==> config.mk <==
export PLATFORM = sky130hd
export DESIGN_NAME = mips_lsu_flat
export DESIGN_NICKNAME = d
export VERILOG_FILES = /design/src/rtl/mips_lsu_if.sv /design/src/rtl/mips_lsu.sv /design/src/flat_wrapper.sv
export SDC_FILE = /design/constraint.sdc
export NUM_CORES = 1
export LEC_CHECK = 0
export ABC_AREA = 1
export CELL_PAD_IN_SITES_DETAIL_PLACEMENT = 2
export CELL_PAD_IN_SITES_GLOBAL_PLACEMENT = 2
export CORE_UTILIZATION = 27
export CTS_BUF_LIST = sky130_fd_sc_hd__clkbuf_8
export DETAILED_ROUTE_END_ITERATION = 10
export HOLD_SLACK_MARGIN = 0.03
export PLACE_DENSITY = 0.95
export SLEW_MARGIN = 20
export SYNTH_ARGS = -nofsm -noshare
export SYNTH_HDL_FRONTEND = slang
export SYNTH_SLANG_ARGS = --single-unit
==> constraint.sdc <==
create_clock -name clk -period 5.4 [get_ports clk]
set_clock_uncertainty 0.15 [all_clocks]
set_input_delay 1.08 -clock clk [delete_from_list [all_inputs] [get_ports clk]]
set_output_delay 1.08 -clock clk [all_outputs]
set_load 0.02 [all_outputs]
==> src/rtl/mips_lsu_if.sv <==
// ---------------------------------------------------------------------------
// mips_lsu_if
// Memory-side port of the MIPS231 load/store unit: one valid/ready request
// channel plus a read-response strobe.
//
//   req_valid  LSU -> mem  request valid, held until req_ready
//   req_ready  mem -> LSU  memory accepts the request this cycle
//   req_we     LSU -> mem  1 = write, 0 = read
//   req_addr   LSU -> mem  word-aligned byte address
//   req_be     LSU -> mem  byte enables, bit n = byte lane n (little-endian)
//   req_wdata  LSU -> mem  store data replicated into every lane
//   resp_valid mem -> LSU  read data valid
//   resp_rdata mem -> LSU  raw 32-bit read word
//
// Modports: master = LSU side, slave = memory side.
// ---------------------------------------------------------------------------
interface mips_lsu_if;
    logic        req_valid;
    logic        req_ready;
    logic        req_we;
    logic [31:0] req_addr;
    logic [3:0]  req_be;
    logic [31:0] req_wdata;
    logic        resp_valid;
    logic [31:0] resp_rdata;

    modport master (
        output req_valid,
        output req_we,
        output req_addr,
        output req_be,
        output req_wdata,
        input  req_ready,
        input  resp_valid,
        input  resp_rdata
    );

    modport slave (
        input  req_valid,
        input  req_we,
        input  req_addr,
        input  req_be,
        input  req_wdata,
        output req_ready,
        output resp_valid,
        output resp_rdata
    );
endinterface

==> src/rtl/mips_lsu.sv <==
// ---------------------------------------------------------------------------
// mips_lsu
// Load/store unit sitting behind the ALU. Turns LB/LBU/LH/LHU/LW/SB/SH/SW
// into word-aligned, byte-enabled requests, stalls the core until each access
// finishes, and returns the extended load result for writeback.
//
// Ports
//   clk              rising-edge clock
//   rst_n            asynchronous active-low reset
//   i_mem_read       instruction is a load
//   i_mem_write      instruction is a store (wins over i_mem_read)
//   i_size           00 byte, 01 half, 10 word, 11 illegal
//   i_load_unsigned  zero-extend byte/half loads
//   i_addr           effective address from the ALU
//   i_store_data     rt value, right-aligned
//   o_stall          core must hold PC and inputs
//   o_load_data      extended load result, valid in DONE
//   o_acc_err        misaligned / illegal-size pulse (combinational, IDLE)
//   o_bus_err        response timeout, high during DONE of that access
//   mem              memory request/response port (master side)
//
// Parameter
//   TIMEOUT          WAIT cycles allowed before a read is declared failed
// ---------------------------------------------------------------------------
module mips_lsu #(
    parameter int unsigned TIMEOUT = 255
) (
    input  logic        clk,
    input  logic        rst_n,
    input  logic        i_mem_read,
    input  logic        i_mem_write,
    input  logic [1:0]  i_size,
    input  logic        i_load_unsigned,
    input  logic [31:0] i_addr,
    input  logic [31:0] i_store_data,
    output logic        o_stall,
    output logic [31:0] o_load_data,
    output logic        o_acc_err,
    output logic        o_bus_err,
    mips_lsu_if.master  mem
);

    localparam int unsigned CW = (TIMEOUT < 1) ? 1 : $clog2(TIMEOUT + 1);
    // The counter is compared one short of TIMEOUT so that exactly TIMEOUT
    // WAIT cycles elapse before the timeout transition.
    localparam logic [CW-1:0] CNT_LAST = CW'(TIMEOUT - 1);
    localparam logic [CW-1:0] CNT_ONE  = CW'(1);

    typedef enum logic [1:0] {
        S_IDLE = 2'd0,
        S_REQ  = 2'd1,
        S_WAIT = 2'd2,
        S_DONE = 2'd3
    } state_t;

    state_t r_state;
    state_t w_state_next;

    // Request registers
    logic        r_req_valid;
    logic        r_req_we;
    logic [31:0] r_req_addr;
    logic [3:0]  r_req_be;
    logic [31:0] r_req_wdata;

    // Access attributes captured in IDLE for the response path
    logic [1:0]  r_size;
    logic        r_unsigned;
    logic [1:0]  r_lane;

    logic [CW-1:0] r_cnt;
    logic [31:0]   r_load_data;
    logic          r_bus_err;

    // Decode / datapath wires
    logic        w_access;
    logic        w_misaligned;
    logic [3:0]  w_be;
    logic [31:0] w_wdata;
    logic [31:0] w_shifted;
    logic [31:0] w_ext;
    logic        w_timeout;

    // -----------------------------------------------------------------------
    // Access decode
    // -----------------------------------------------------------------------
    assign w_access     = i_mem_read | i_mem_write;
    assign w_misaligned = (i_size == 2'b11)
                        | ((i_size == 2'b01) & i_addr[0])
                        | ((i_size == 2'b10) & (|i_addr[1:0]));

    always_comb begin
        w_be = 4'b1111;
        unique case (i_size)
            2'b00:   w_be = 4'b0001 << i_addr[1:0];
            2'b01:   w_be = 4'b0011 << i_addr[1:0];
            default: w_be = 4'b1111;
        endcase
    end

    // Store data is replicated so the enabled lanes always hold the right
    // bytes regardless of offset; memory only looks at enabled lanes.
    genvar gi;
    generate
        for (gi = 0; gi < 4; gi++) begin : g_wlane
            assign w_wdata[8*gi +: 8] =
                (i_size == 2'b00) ? i_store_data[7:0] :
                (i_size == 2'b01) ? i_store_data[8*(gi%2) +: 8] :
                                    i_store_data[8*gi +: 8];
        end
    endgenerate

    // -----------------------------------------------------------------------
    // Read extraction: bring the addressed lane down to bit 0, then extend.
    // -----------------------------------------------------------------------
    assign w_shifted = mem.resp_rdata >> {r_lane, 3'b000};

    always_comb begin
        w_ext = mem.resp_rdata;
        unique case (r_size)
            2'b00:   w_ext = r_unsigned ? {24'd0, w_shifted[7:0]}
                                        : {{24{w_shifted[7]}}, w_shifted[7:0]};
            2'b01:   w_ext = r_unsigned ? {16'd0, w_shifted[15:0]}
                                        : {{16{w_shifted[15]}}, w_shifted[15:0]};
            default: w_ext = mem.resp_rdata;
        endcase
    end

    // -----------------------------------------------------------------------
    // FSM: state register
    // -----------------------------------------------------------------------
    always_ff @(posedge clk or negedge rst_n) begin
        if (!rst_n) begin
            r_state <= S_IDLE;
        end else begin
            r_state <= w_state_next;
        end
    end

    // -----------------------------------------------------------------------
    // FSM: next state and combinational outputs.
    // The IDLE-cycle stall/acc_err are qualified with rst_n so that holding
    // reset releases the core at once even while its access inputs are up.
    // -----------------------------------------------------------------------
    always_comb begin
        w_state_next = r_state;
        o_stall      = 1'b0;
        o_acc_err    = 1'b0;
        w_timeout    = 1'b0;
        unique case (r_state)
            S_IDLE: begin
                if (w_access && rst_n) begin
                    if (w_misaligned) begin
                        o_acc_err = 1'b1;
                    end else begin
                        o_stall      = 1'b1;
                        w_state_next = S_REQ;
                    end
                end
            end
            S_REQ: begin
                o_stall = 1'b1;
                if (mem.req_ready) begin
                    w_state_next = r_req_we ? S_DONE : S_WAIT;
                end
            end
            S_WAIT: begin
                o_stall = 1'b1;
                if (mem.resp_valid) begin
                    w_state_next = S_DONE;
                end else if (r_cnt == CNT_LAST) begin
                    w_timeout    = 1'b1;
                    w_state_next = S_DONE;
                end
            end
            S_DONE: begin
                w_state_next = S_IDLE;
            end
            default: w_state_next = S_IDLE;
        endcase
    end

    // -----------------------------------------------------------------------
    // Datapath registers
    // -----------------------------------------------------------------------
    always_ff @(posedge clk or negedge rst_n) begin
        if (!rst_n) begin
            r_req_valid <= 1'b0;
            r_req_we    <= 1'b0;
            r_req_addr  <= 32'd0;
            r_req_be    <= 4'd0;
            r_req_wdata <= 32'd0;
            r_size      <= 2'd0;
            r_unsigned  <= 1'b0;
            r_lane      <= 2'd0;
            r_cnt       <= '0;
            r_load_data <= 32'd0;
            r_bus_err   <= 1'b0;
        end else begin
            unique case (r_state)
                S_IDLE: begin
                    if (w_state_next == S_REQ) begin
                        r_req_valid <= 1'b1;
                        r_req_we    <= i_mem_write;
                        r_req_addr  <= {i_addr[31:2], 2'b00};
                        r_req_be    <= w_be;
                        r_req_wdata <= w_wdata;
                        r_size      <= i_size;
                        r_unsigned  <= i_load_unsigned;
                        r_lane      <= i_addr[1:0];
                    end
                end
                S_REQ: begin
                    if (mem.req_ready) begin
                        r_req_valid <= 1'b0;
                        r_cnt       <= '0;
                    end
                end
                S_WAIT: begin
                    r_cnt <= r_cnt + CNT_ONE;
                    if (mem.resp_valid) begin
                        r_load_data <= w_ext;
                    end else if (w_timeout) begin
                        r_load_data <= 32'd0;
                        r_bus_err   <= 1'b1;
                    end
                end
                S_DONE: begin
                    r_bus_err <= 1'b0;
                end
                default: ;
            endcase
        end
    end

    assign mem.req_valid = r_req_valid;
    assign mem.req_we    = r_req_we;
    assign mem.req_addr  = r_req_addr;
    assign mem.req_be    = r_req_be;
    assign mem.req_wdata = r_req_wdata;

    assign o_load_data = r_load_data;
    assign o_bus_err   = r_bus_err;

endmodule

==> src/flat_wrapper.sv <==
// flat-port wrapper written by rule: the top's interface ports become plain ports
module mips_lsu_flat 
#(
    parameter int unsigned TIMEOUT = 255
)
  (clk, rst_n, i_mem_read, i_mem_write, i_size, i_load_unsigned, i_addr, i_store_data, o_stall, o_load_data, o_acc_err, o_bus_err, mem_req_valid, mem_req_we, mem_req_addr, mem_req_be, mem_req_wdata, mem_req_ready, mem_resp_valid, mem_resp_rdata);
  mips_lsu_if mem_i ();
  input  logic clk;
  input  logic rst_n;
  input  logic i_mem_read;
  input  logic i_mem_write;
  input  logic [1:0] i_size;
  input  logic i_load_unsigned;
  input  logic [31:0] i_addr;
  input  logic [31:0] i_store_data;
  output logic o_stall;
  output logic [31:0] o_load_data;
  output logic o_acc_err;
  output logic o_bus_err;
  output wire logic [$bits(mem_i.req_valid)-1:0] mem_req_valid;
  output wire logic [$bits(mem_i.req_we)-1:0] mem_req_we;
  output wire logic [$bits(mem_i.req_addr)-1:0] mem_req_addr;
  output wire logic [$bits(mem_i.req_be)-1:0] mem_req_be;
  output wire logic [$bits(mem_i.req_wdata)-1:0] mem_req_wdata;
  input wire logic [$bits(mem_i.req_ready)-1:0] mem_req_ready;
  input wire logic [$bits(mem_i.resp_valid)-1:0] mem_resp_valid;
  input wire logic [$bits(mem_i.resp_rdata)-1:0] mem_resp_rdata;
  assign mem_req_valid = mem_i.req_valid;
  assign mem_req_we = mem_i.req_we;
  assign mem_req_addr = mem_i.req_addr;
  assign mem_req_be = mem_i.req_be;
  assign mem_req_wdata = mem_i.req_wdata;
  assign mem_i.req_ready = mem_req_ready;
  assign mem_i.resp_valid = mem_resp_valid;
  assign mem_i.resp_rdata = mem_resp_rdata;
  mips_lsu #(.TIMEOUT(TIMEOUT)) u_core (.clk(clk), .rst_n(rst_n), .i_mem_read(i_mem_read), .i_mem_write(i_mem_write), .i_size(i_size), .i_load_unsigned(i_load_unsigned), .i_addr(i_addr), .i_store_data(i_store_data), .o_stall(o_stall), .o_load_data(o_load_data), .o_acc_err(o_acc_err), .o_bus_err(o_bus_err), .mem(mem_i));
endmodule
==> impl_metrics.toml <==
[clock_tree]
cts.reportedPaths.clkPinSlew_ps = 70
post_cts_buffers = 0
cts.repair.resized = 0
clk_latency_ps = 440
clockRootBuffer = "clkbuf_8"
hold_buffers = 0
numCtsBuffers = 17
cts_max_path_buffers = 2
cts_max_level = 4
cts.sinks = 116
cts_tree = "built"

[logic_synthesis]
yosysUniqueCellTypes = 31
yosysWarningCount = 0
ys_seq_area_share_pct = 51.4
synth-seq-cells = 116
syn-cell-area_mm2 = 0.00565
syn_inst = 719
syn_area_per_cell_um2 = 7.86

[timing]
worst-slew-pin-transition_ps = 1010
fin_hold_ws_ps = 333
setup_tns_ps = 0
fin_crit_sh_pct = 78.5
period_minus_slack_ps = 4240
hold_viol_final = 0
maxSlewHeadroom_pct = 32.3
slew_viol_final = 0
rsz0062_at_grt = "no"
finalSetupViolCount = 0
fmax_mhz = 236

[detailed_routing]
wl_met1_um = 9100
wl_per_cell_um = 18.7
vias = 5741
wl_met2_um = 11200
wirelength_um = 22400
wl_met3_um = 1550
dr.max_layer_used = "met4"
first_pass_iters = 4
vias_per_cell = 4.80
drt_iter0_drc = 158
drc_errors = 0
antenna_left = 0

[run_status]
outcome = "complete, no violations"

[setup_path]
crit_buf_inv = 5
cp-startpoint = "i_size[1]"
r2r-start = "u_core.r_state[0]$_DFF_PN0_"
cp-start-kind = "input port"
slowest_delay_ps = 660
cpLargestDelayFamily = "buffers and inverters"
cp_data_required_time_ps = 4170
cp.arrival_ps = 3010
slowest_stage = "clkdlybuf4s50_1"
crit_type = "input port to primary output"
crit_fanout = 14
end_kind = "primary output"
path_cells = "clkdlybuf4s50_1, buf_4, inv_2, nor2_1, nand2_1, nand2_1, inv_1, nor4_1, clkdlybuf4s50_1"

[place]
gp_congestion = 0.783
hpwl_um = 15800
port_buffers = 207
dpl.cell_count = 1165

[min_path]
hold_class = "flop to flop"
min-delay-start = "u_core.o_load_data[0]$_DFFE_PN0P_"

[final_layout]
most-common-layout-cells = "nand2_1 (291), clkdlybuf4s50_1 (206), dfrtp_1 (116)"
syn_to_final_growth_pct = 47.8
nNetsFinal = 1025
num-fill-cells = 2272
multi_input_area_mm2 = 0.00233
layout-drive-gt1-share_pct = 5.08
final_util_pct = 41.0
final_cells = 1196
final_common_cell = "nand2_1"
ff_latch_area_mm2 = 0.00290
antenna_cells = 0

[grt]
overflow = 0
antenna_found_initial = 0
grt.total_usage_pct = 21.4
grt_max_degree = 67
grt_pass1_wl_um = 35500
first_global_vias = 6409

[flow_run]
maxCapViolations = 0

[floorplanning]
die_w_um = 147
fp.dieH_um = 147
rows = 52
dieArea_mm2 = 0.0215
start_util_pct = 27.7
io_pins = 210
coreArea_mm2 = 0.0204

[pwr]
ir_worst_vdd_mv = 0.249
cellPowerDensity_mw_per_mm2 = 613
p_leak_nw = 3.95
## area by class of cell
cell class	count	area share (%)
clock inverter	8	1.75
clock buffer	23	3.79
tap	270	4.05
multi-input combinational	510	27.9
sequential	116	34.8
inverter	57	2.56
timing repair buffer	212	25.2
## tightest hold or removal path, delay by kind of cell (launching register included)
kind,cells,cell delay [ps]
flip-flops,1,350
AND/OR/NAND/NOR,2,110
## power breakdown
part	switching (mW)	total, mW	internal [mW]	leakage (nW)
combinational	1.60	2.63	1.04	2.26
clock	0.381	0.955	0.574	0.228
sequential	0.271	1.53	1.26	1.46
## synthesized netlist by cell type, drive strengths merged
cell	instances	area share, %
a21oi	49	4.3
a221oi	8	1.2
a31oi	2	0.22
buf	23	2.9
clkbuf	14	0.97
conb	1	0.066
dfrtp	116	51
ha	6	1.3
inv	57	3.8
mux2i	1	0.18
nand2	291	19
nand3	18	2.0
nand4	1	0.11
nor2	34	2.3
nor3	3	0.27
nor4	1	0.11
o2111ai	4	0.62
o211ai	10	1.3
o21ai	70	6.4
o21bai	1	0.13
o22ai	8	0.89
or2	1	0.11
## path summary, 6_finish.rpt
path	slack, ps	cells after the start	endpoint
max	1160	9	o_acc_err
min reg2reg	330	2	u_core.o_load_data[0]$_DFFE_PN0P_
min	330	2	u_core.o_load_data[0]$_DFFE_PN0P_
max reg2reg	2360	7	u_core.o_load_data[3]$_DFFE_PN0P_
max in group asynchronous	3090	3	u_core.o_load_data[7]$_DFFE_PN0P_
min in group asynchronous	710	2	u_core.r_state[0]$_DFF_PN0_
## sequential cells by signal, indices dropped and copies added (netlist names)
signal and flops:
u_core.mem.req_we 1, u_core.mem.req_addr 30, u_core.mem.req_valid 1, u_core.mem.req_be 4, u_core.o_load_data 32, u_core.r_size 2
u_core.r_lane 2, u_core.r_unsigned 1, u_core.r_cnt 8, u_core.o_bus_err 1, u_core.r_state 2, u_core.mem.req_wdata 32
## per-layer routing
layer | track usage, % | vias up
met5 | 0 | -
met4 | 8.07 | 0
met3 | 6.13 | 37
met2 | 37.5 | 176
met1 | 24.5 | 2830
li1 | - | 2698
## stage by stage
step / setup slack (ps) / total power, mW / cell area, µm²
global placement: 1200 / 4.05 / 7890
detailed placement: 1180 / 4.19 / 7890
CTS: 1150 / 5.20 / 8350
global route: 975 / 5.47 / 8350
floorplan: 2200 / 3.01 / 5650
finish: 1160 / 5.12 / 8350
## cell families after synthesis
logic type	count (synthesis)	synth area share [%]
compound gates	152	15.2
simple gates	349	24.2
mux	1	0.177
buf+inv	94	7.64
fa+ha+maj	6	1.33
other cells	1	0.0664
flops	116	51.4
(Power assumes the default switching activity.)
